==> src/rtl/pwl_eval_stage_if.sv <==
// pwl_eval_stage_if
//   Bundle of all non-clock signals of the PWL evaluation stage.
//   master : the producer side (comparator + sample source + consumer).
//            It drives data/in_valid/m/c/sat_clr and receives y/out_valid/
//            out_sat/sat_count.
//   slave  : pwl_eval_stage itself.
//   Signals:
//     data      16     sign-magnitude sample
//     in_valid  1      data qualifier
//     m, c      16     sign-magnitude slope/intercept, one cycle after data
//     sat_clr   1      synchronous clear of sat_count
//     y         16     sign-magnitude result
//     out_valid 1      y qualifier
//     out_sat   1      y was saturated
//     sat_count CNT_W  saturating count of saturated valid samples
interface pwl_eval_stage_if #(
  parameter int CNT_W = 16
);
  logic [15:0]      data;
  logic             in_valid;
  logic [15:0]      m;
  logic [15:0]      c;
  logic             sat_clr;
  logic [15:0]      y;
  logic             out_valid;
  logic             out_sat;
  logic [CNT_W-1:0] sat_count;

  modport master (
    output data, in_valid, m, c, sat_clr,
    input  y, out_valid, out_sat, sat_count
  );

  modport slave (
    input  data, in_valid, m, c, sat_clr,
    output y, out_valid, out_sat, sat_count
  );
endinterface

==> src/rtl/pwl_eval_stage.sv <==
// pwl_eval_stage
//   Activation-output stage: evaluates y = m*data + c in 16-bit
//   sign-magnitude fixed point (FRAC fractional bits). data is registered
//   one cycle so it lines up with the (m, c) pair that the region
//   comparator registers one clock after it sees the same sample.
//   Three registered stages from data to y, no backpressure.
//   Ports:
//     clk    rising-edge clock
//     reset  asynchronous active-low reset, clears every register
//     bus    pwl_eval_stage_if.slave (data/in_valid/m/c/sat_clr in,
//            y/out_valid/out_sat/sat_count out)
module pwl_eval_stage #(
  parameter int FRAC  = 8,
  parameter int CNT_W = 16
) (
  input  logic             clk,
  input  logic             reset,
  pwl_eval_stage_if.slave  bus
);

  // Clamp a non-negative product to a 15-bit magnitude; bit 15 = saturated.
  function automatic logic [15:0] sat_mag15(input logic [29:0] v);
    if (|v[29:15]) return {1'b1, 15'h7FFF};
    return {1'b0, v[14:0]};
  endfunction

  // Sign-magnitude add. Returns {sat, sign, mag[14:0]}.
  function automatic logic [16:0] add_sm(input logic        sa,
                                          input logic [14:0] ma,
                                          input logic        sb,
                                          input logic [14:0] mb);
    logic [15:0] sum;
    logic        sat;
    logic        sgn;
    logic [14:0] mag;
    sum = {1'b0, ma} + {1'b0, mb};
    sat = 1'b0;
    if (sa == sb) begin
      sgn = sa;
      if (sum[15]) begin
        sat = 1'b1;
        mag = 15'h7FFF;
      end else begin
        mag = sum[14:0];
      end
    end else if (ma >= mb) begin
      sgn = sa;
      mag = ma - mb;
    end else begin
      sgn = sb;
      mag = mb - ma;
    end
    // A zero result is always +0 so 16'h8000 never leaves the block.
    if (mag == 15'd0) sgn = 1'b0;
    return {sat, sgn, mag};
  endfunction

  logic [15:0]      data_p0;
  logic             vld_p0;
  logic [14:0]      pmag_p1;
  logic             psgn_p1;
  logic             sat_p1;
  logic [15:0]      c_p1;
  logic             vld_p1;
  logic [15:0]      y_p2;
  logic             sat_p2;
  logic             vld_p2;
  logic [CNT_W-1:0] cnt;

  logic [29:0] prod;
  logic [29:0] prod_shr;
  logic [15:0] mul_res;
  logic [16:0] add_res;
  logic        sat_nxt;

  always_comb begin
    prod     = 30'(bus.m[14:0]) * 30'(data_p0[14:0]);
    prod_shr = prod >> FRAC;
    mul_res  = sat_mag15(prod_shr);
    add_res  = add_sm(psgn_p1, pmag_p1, c_p1[15], c_p1[14:0]);
    sat_nxt  = add_res[16] | sat_p1;
  end

  // ---- S0: align data with the comparator's registered (m, c) ----
  always_ff @(posedge clk or negedge reset) begin
    if (!reset) begin
      data_p0 <= 16'h0000;
      vld_p0  <= 1'b0;
    end else begin
      data_p0 <= bus.data;
      vld_p0  <= bus.in_valid;
    end
  end

  // ---- S1: magnitude multiply, scale, clamp; carry c alongside ----
  always_ff @(posedge clk or negedge reset) begin
    if (!reset) begin
      pmag_p1 <= 15'd0;
      psgn_p1 <= 1'b0;
      sat_p1  <= 1'b0;
      c_p1    <= 16'h0000;
      vld_p1  <= 1'b0;
    end else begin
      pmag_p1 <= mul_res[14:0];
      psgn_p1 <= (bus.m[15] ^ data_p0[15]) & (|mul_res[14:0]);
      sat_p1  <= mul_res[15];
      // Negative zero on c is folded to +0 here.
      c_p1    <= (|bus.c[14:0]) ? bus.c : 16'h0000;
      vld_p1  <= vld_p0;
    end
  end

  // ---- S2: sign-magnitude add, output register ----
  always_ff @(posedge clk or negedge reset) begin
    if (!reset) begin
      y_p2   <= 16'h0000;
      sat_p2 <= 1'b0;
      vld_p2 <= 1'b0;
    end else begin
      y_p2   <= add_res[15:0];
      sat_p2 <= sat_nxt;
      vld_p2 <= vld_p1;
    end
  end

  // Saturation event counter: clear wins over increment, sticks at all-ones.
  always_ff @(posedge clk or negedge reset) begin
    if (!reset) begin
      cnt <= '0;
    end else if (bus.sat_clr) begin
      cnt <= '0;
    end else if (vld_p1 && sat_nxt && (cnt != '1)) begin
      cnt <= cnt + {{(CNT_W-1){1'b0}}, 1'b1};
    end
  end

  assign bus.y         = y_p2;
  assign bus.out_valid = vld_p2;
  assign bus.out_sat   = sat_p2;
  assign bus.sat_count = cnt;

endmodule

==> src/flat_wrapper.sv <==
// flat-port wrapper written by rule: the top's interface ports become plain ports
module pwl_eval_stage_flat 
#(
  parameter int FRAC  = 8,
  parameter int CNT_W = 16
)
  (clk, reset, bus_data, bus_in_valid, bus_m, bus_c, bus_sat_clr, bus_y, bus_out_valid, bus_out_sat, bus_sat_count);
  pwl_eval_stage_if #(.CNT_W(CNT_W)) bus_i ();
  input  logic clk;
  input  logic reset;
  input wire logic [$bits(bus_i.data)-1:0] bus_data;
  input wire logic [$bits(bus_i.in_valid)-1:0] bus_in_valid;
  input wire logic [$bits(bus_i.m)-1:0] bus_m;
  input wire logic [$bits(bus_i.c)-1:0] bus_c;
  input wire logic [$bits(bus_i.sat_clr)-1:0] bus_sat_clr;
  output wire logic [$bits(bus_i.y)-1:0] bus_y;
  output wire logic [$bits(bus_i.out_valid)-1:0] bus_out_valid;
  output wire logic [$bits(bus_i.out_sat)-1:0] bus_out_sat;
  output wire logic [$bits(bus_i.sat_count)-1:0] bus_sat_count;
  assign bus_i.data = bus_data;
  assign bus_i.in_valid = bus_in_valid;
  assign bus_i.m = bus_m;
  assign bus_i.c = bus_c;
  assign bus_i.sat_clr = bus_sat_clr;
  assign bus_y = bus_i.y;
  assign bus_out_valid = bus_i.out_valid;
  assign bus_out_sat = bus_i.out_sat;
  assign bus_sat_count = bus_i.sat_count;
  pwl_eval_stage #(.FRAC(FRAC), .CNT_W(CNT_W)) u_core (.clk(clk), .reset(reset), .bus(bus_i));
endmodule
==> config.mk <==
export PLATFORM = sky130hd
export DESIGN_NAME = pwl_eval_stage_flat
export DESIGN_NICKNAME = d
export VERILOG_FILES = /design/src/rtl/pwl_eval_stage_if.sv /design/src/rtl/pwl_eval_stage.sv /design/src/flat_wrapper.sv
export SDC_FILE = /design/constraint.sdc
export NUM_CORES = 1
export LEC_CHECK = 0
export BUFFER_PORTS_ARGS = -buffer_cell sky130_fd_sc_hd__buf_2
export CAP_MARGIN = 20
export CORE_AREA = 2 2 169 238
export DETAILED_ROUTE_END_ITERATION = 8
export DIE_AREA = 0 0 171 240
export RECOVER_POWER = 50
export SLEW_MARGIN = 20
export SYNTH_ARGS = -nofsm -noshare
export SYNTH_HDL_FRONTEND = slang
export SYNTH_SLANG_ARGS = --single-unit
==> constraint.sdc <==
create_clock -name clk -period 7.83 [get_ports clk]
set_input_delay 0.783 -clock clk [delete_from_list [all_inputs] [get_ports clk]]
set_output_delay 0.783 -clock clk [all_outputs]
set_load 0.005 [all_outputs]
; ---- Word-level counts from Yosys, hierarchy flattened
; Index checks and enable logic that the tools add are counted.
[word_totals]
ramBits = 0
output_inout_bits = 34
word_cells = 43
regBits = 85
n_memories = 0
latch_bits = 0
mem_bits_ro = 0
[classes]
n_addsub = 4
mul = 1
magnitude_cmp = 1
n_bitwise = 3
shift = 0
n_div = 0
n_eq_ne = 2
n_mux = 14
reduce_logical = 7
[op_table]
columns = op, n
row1 = $mux W16, 5
row2 = $mux W15, 3
row3 = $mul A15 B15 Y30, 1
row4 = $reduce_or A15 Y1, 2
row5 = $sub A15 B15 Y15, 2
row6 = $add A15 B15 Y16, 1
row7 = $add A16 B1 Y16 const B, 1
row8 = $ne A16 B16 Y1 const B, 1
row9 = $ge A15 B15 Y1, 1
row10 = $logic_not A15 Y1, 1
row11 = $reduce_or A7 Y1, 1
row12 = $mux W1, 6
row13 = $logic_and A1 B1 Y1, 2
row14 = $reduce_bool A2 Y1, 1
row15 = $and A1 B1 Y1, 1
row16 = $eq A1 B1 Y1, 1
row17 = $or A1 B1 Y1, 1
row18 = $xor A1 B1 Y1, 1

; ---- Logic depth before layout (Yosys ltp)
[logic_depth]
word_depth = 8
mapped_depth = 27

; ---- Least setup slack after synthesis
; No wires, ideal clock.
[synth_path]
kind = input -> register
startpoint = input port bus_m[7]
endpoint = register u_core.pmag_p1[10]
t_required_ns = 7.706
path_buffers = 2
t_arrival_ns = 6.992
slack_ns = 0.714
stages = 26
cell_sequence = clkbuf_1 > and2_1 > fa_1 > inv_1 > fa_1 > inv_1 > fa_1 > inv_1 > fa_1 > inv_1 > fa_1 > inv_1 > fa_1 > inv_1 > ha_1 > nand2_1 > o211ai_1 > a311o_1 > o221ai_1 > a21bo_2 > a31oi_1 > or3_1 > a221oi_1 > nor4b_2 > buf_2 > nand2_1
[synth_via]
elab_chain_cells = 4
[synth_lines]
columns = element, line_no
row1 = from (decl), flat_wrapper.sv:13  ; input wire logic [$bits(bus_i.m)-1:0] bus_m;
row2 = $mul A15 B15 Y30 *, pwl_eval_stage.sv:77  ; prod = 30'(bus.m[14:0]) * 30'(data_p0[14:0]);
row3 = $reduce_or A7 Y1, pwl_eval_stage.sv:23  ; if (|v[29:15]) return {1'b1, 15'h7FFF};
row4 = $mux W1, pwl_eval_stage.sv:23
row5 = $mux W16 *, pwl_eval_stage.sv:24  ; return {1'b0, v[14:0]};
row6 = named net u_core.mul_res[10], pwl_eval_stage.sv:72  ; logic [15:0] mul_res;
row7 = to (signal assigned), pwl_eval_stage.sv:104  ; pmag_p1 <= mul_res[14:0];
row8 = to (decl), pwl_eval_stage.sv:60  ; logic [14:0] pmag_p1;
; The timed path passes the listed nets; every way through them passes the cells marked *.
; A chain may end at the register's enable or synchronous reset.

; ---- Worst setup path in the final report
[layout_path]
startpoint = register u_core.data_p0[0]
endpoint = register u_core.psgn_p1
[layout_via]
elab_chain_cells = 6
[layout_lines]
columns = element, line_no
row1 = from (decl), pwl_eval_stage.sv:58  ; logic [15:0] data_p0;
row2 = from (signal assigned), pwl_eval_stage.sv:90  ; data_p0 <= bus.data;
row3 = $mul A15 B15 Y30 *, pwl_eval_stage.sv:77
row4 = $reduce_or A7 Y1, pwl_eval_stage.sv:23
row5 = $mux W1, pwl_eval_stage.sv:23
row6 = $mux W16 *, pwl_eval_stage.sv:24
row7 = $reduce_or A15 Y1 *, pwl_eval_stage.sv:105  ; psgn_p1 <= (bus.m[15] ^ data_p0[15]) & (|mul_res[14:0]);
row8 = $and A1 B1 Y1 *, pwl_eval_stage.sv:105
row9 = to (signal assigned), pwl_eval_stage.sv:105
row10 = to (decl), pwl_eval_stage.sv:61  ; logic psgn_p1;
; Every way passes the cells marked *; elsewhere a longest branch is shown, timed or not.

==> flow_summary_export.csv <==
group,metric,value,unit
run_status,status,"finished with violations",
run_status,violations,"max-capacitance violations, max-slew violations",
floorplan,io_pins,86,
clock_tree,root_buffer,"clkbuf_16",
sta,setup_viol,0,
finish,drive_above_1_share,0.07735,
placed_design,gp_congestion,0.8660,
route,antenna_left,0,
yosys,synthSimpleGateAreaFrac,0.1781,
finish,syn_to_final_growth,8.725,%
floorplan,die_h,240,um
sta,relSlewSlack,-0.9440,
route,drtIter0Drc,468,
yosys,syn_area,0.01269,mm2
sta,period_minus_slack,7.058,ns
sta,fmax,141.7,MHz
route,drc,0,
hold_path,min_from,"u_core.vld_p0",
clock_tree,cts_num_sinks,85,
grt,grt_overflow,0,
yosys,ys.flop_type,"dfrtp_1",
clock_tree,ctsLongestPathBuffers,2,
yosys,synth_top_family_by_area,"adder cells",
route,viasPerCell,4.843,
yosys,synth_warnings,0,
yosys,synth_area_per_cell,9.078,um2
finish,mostFrequentLayoutCells,"inv_1 (254), fa_1 (169), and2_1 (154)",
finish,fillers,4122,
route,first_pass_iters,5,
floorplan,die_w,171,um
sta,hold_viol_final,0,
placed_design,placed_area,0.01351,mm2
finish,antenna_cells,0,
critical_path,path_max_fanout,17,
placed_design,preCtsSetupSlack,0.4264,ns
yosys,synth-xor-area-share,0.03027,
critical_path,cp.required,8.04,ns
yosys,synthAdderAreaFrac,0.4007,
clock_tree,postCtsHoldBufs,0,
grt,antenna_found_initial,0,
clock_tree,cts_tree,"yes",
critical_path,critPathLaunchType,"flop",
grt,grt_pass1_wl,52490,um
route,vias,9506,
placed_design,dp_hpwl,26440,um
critical_path,path_class,"flop to flop",
floorplan,die-area,0.04104,mm2
floorplan,start_util,0.3258,
hold_path,hold_path_class,"flop to flop",
critical_path,end_kind,"flop",
hold_path,whs_path_depth,0,
clock_tree,cts_buffers,9,
sta,worst_slew_pin_slew,2.916,ns
floorplan,core_area,0.03895,mm2
yosys,synth_compound_area_frac,0.1132,
critical_path,r2r-start,"u_core.data_p0[0]",
sta,setup_tns,0,ns
grt,grt_pass1_vias,10120,
yosys,ys_types,83,
yosys,yosysSeqAreaShare,0.1676,
yosys,synth-edff-count,0,
sta,fin_ws,0.7724,ns
critical_path,rr_endpoint,"u_core.psgn_p1",
yosys,async_flop_share,1.000,
critical_path,r2r_slack,0.77,ns
hold_path,hold-path-endpoint,"u_core.vld_p1",
sta,finalCritPeriodShare,0.9014,
sta,report.final.slew_viol_count,88,
power_and_ir_drop,ir_drop,279.1,uV
clock_tree,clk_pin_slew_worst_paths,0.08,ns
job,drv_cap,2,
route,routed_wl,31940,um
grt,grt_util_all_layers,0.1633,
clock_tree,postCtsSetupBuffers,0,
sta,finClkSkew,0.01671,ns
finish,final_cell_area,0.01380,mm2
grt,grt_max_degree,54,
yosys,syn_nets,1755,
yosys,netlist_instances,1398,
power_and_ir_drop,p_per_area,437.6,mW/mm2
critical_path,arrival,7.27,ns
clock_tree,htree_num_levels,3,
clock_tree,cts-resized-gates,0,
clock_tree,insertion_delay,0.37,ns
yosys,ys_ff_latch,85,
finish,nNetsFinal,1787,
finish,final_common_cell,"inv_1",
placed_design,port_buffers,85,
floorplan,rows,86,
sta,rsz0062_at_grt,"false",
power_and_ir_drop,leakage,6.744,nW
critical_path,reg2reg_depth,25,
yosys,muxShareOfSynthArea,0.009760,
route,wl_per_cell,16.27,um
## synthesized netlist by cell type (9+ instances only)
cell type,instances,area (um2)
a21o_1,12,90.09
a21oi_1,50,250.2
a31oi_1,9,56.30
and2_1,154,963.4
clkbuf_1,53,198.9
dfrtp_1,85,2127
fa_1,169,3383
ha_1,136,1702
inv_1,254,953.4
mux2i_1,9,90.09
nand2_1,117,439.2
nand2b_1,15,93.84
nand3_1,16,80.08
nand4_1,9,56.30
nor2_1,44,165.2
nor3_1,14,70.07
o21ai_0,31,155.2
o21bai_1,14,105.1
xnor2_1,34,297.8
## cell type report
type,instances,area [um2],area share
clock buffers,11,232.7,0.01687
clock inverters,5,83.83,0.006075
inverters,259,972.2,0.07046
multi-input cells,985,9289,0.6732
flip-flops and latches,85,2127,0.1542
well taps,528,660.6,0.04788
repair buffers,90,432.9,0.03137
## report_power, final
group          total, W  leakage (nW)  switching (W)  internal, W
registers      0.000594         0.970      0.0000713     0.000522
logic           0.00498          5.63        0.00291      0.00207
clock network  0.000469         0.146       0.000188     0.000281
total           0.00604          6.74        0.00317      0.00287
## kinds of logic after synthesis
kind of cell / count (synthesis)
fa+ha+maj: 305
compound gates: 207
buf+inv: 328
simple gates: 418
flops: 85
xor+xnor: 43
mux: 12
## registers in the layout, indices dropped and copies added (netlist names), 15 cells and up
register,count
u_core.bus.sat_count,16
u_core.bus.y,16
u_core.c_p1,16
u_core.data_p0,16
u_core.pmag_p1,15
## worst max-delay path by stage
stage | endpoint | cells past startpoint | slack (ns) | start
final | u_core.psgn_p1 | 25 | 0.77 | u_core.data_p0[0]
after CTS | u_core.psgn_p1 | 25 | 0.71 | u_core.data_p0[0]
after global placement | u_core.psgn_p1 | 26 | 0.56 | bus_m[9]
after floorplan | u_core.pmag_p1[10] | 26 | 0.71 | bus_m[7]
after global routing | u_core.psgn_p1 | 25 | 0.24 | u_core.data_p0[0]
after detailed placement | u_core.psgn_p1 | 24 | 0.43 | bus_m[11]
## stage by stage
stage / total power, W / utilization / hold WS, ns / cells
floorplan: 0.004402 / - / 0.3312 / 1398
global placement: 0.005541 / 0.3469 / 0.3354 / 1947
detailed placement: 0.005598 / 0.3469 / 0.3365 / 1947
CTS: 0.006112 / 0.3551 / 0.3496 / 1963
global route: 0.006754 / 0.3542 / 0.3567 / 1963
finish: 0.006039 / 0.3542 / 0.3470 / 1963
## critical path: stages, from the launching register on
cell and delay [ns]:
dfrtp_1 0.58, and2_1 0.29, fa_1 0.53, inv_1 0.05, fa_1 0.52, inv_1 0.05, fa_1 0.50, inv_1 0.05
fa_1 0.53, inv_1 0.05, fa_1 0.47, inv_1 0.05, fa_1 0.53, inv_1 0.04, ha_1 0.40, nand4_1 0.18
nor4_1 0.30, o21ai_1 0.19, nor3b_1 0.19, a21bo_2 0.24, a31oi_1 0.19, o21ai_0 0.11, a221oi_1 0.25, nor4b_2 0.22
buf_4 0.25, a41oi_1 0.14
## routing by layer
layer  track usage  vias up  share of wire
met5             0        -              0
met4       0.05265        0          0.023
met3       0.01646       43          0.028
met2        0.3084      208           0.54
met1        0.1911     4749           0.41
li1              -     4506              -
Power figures use the tool's default switching activity.
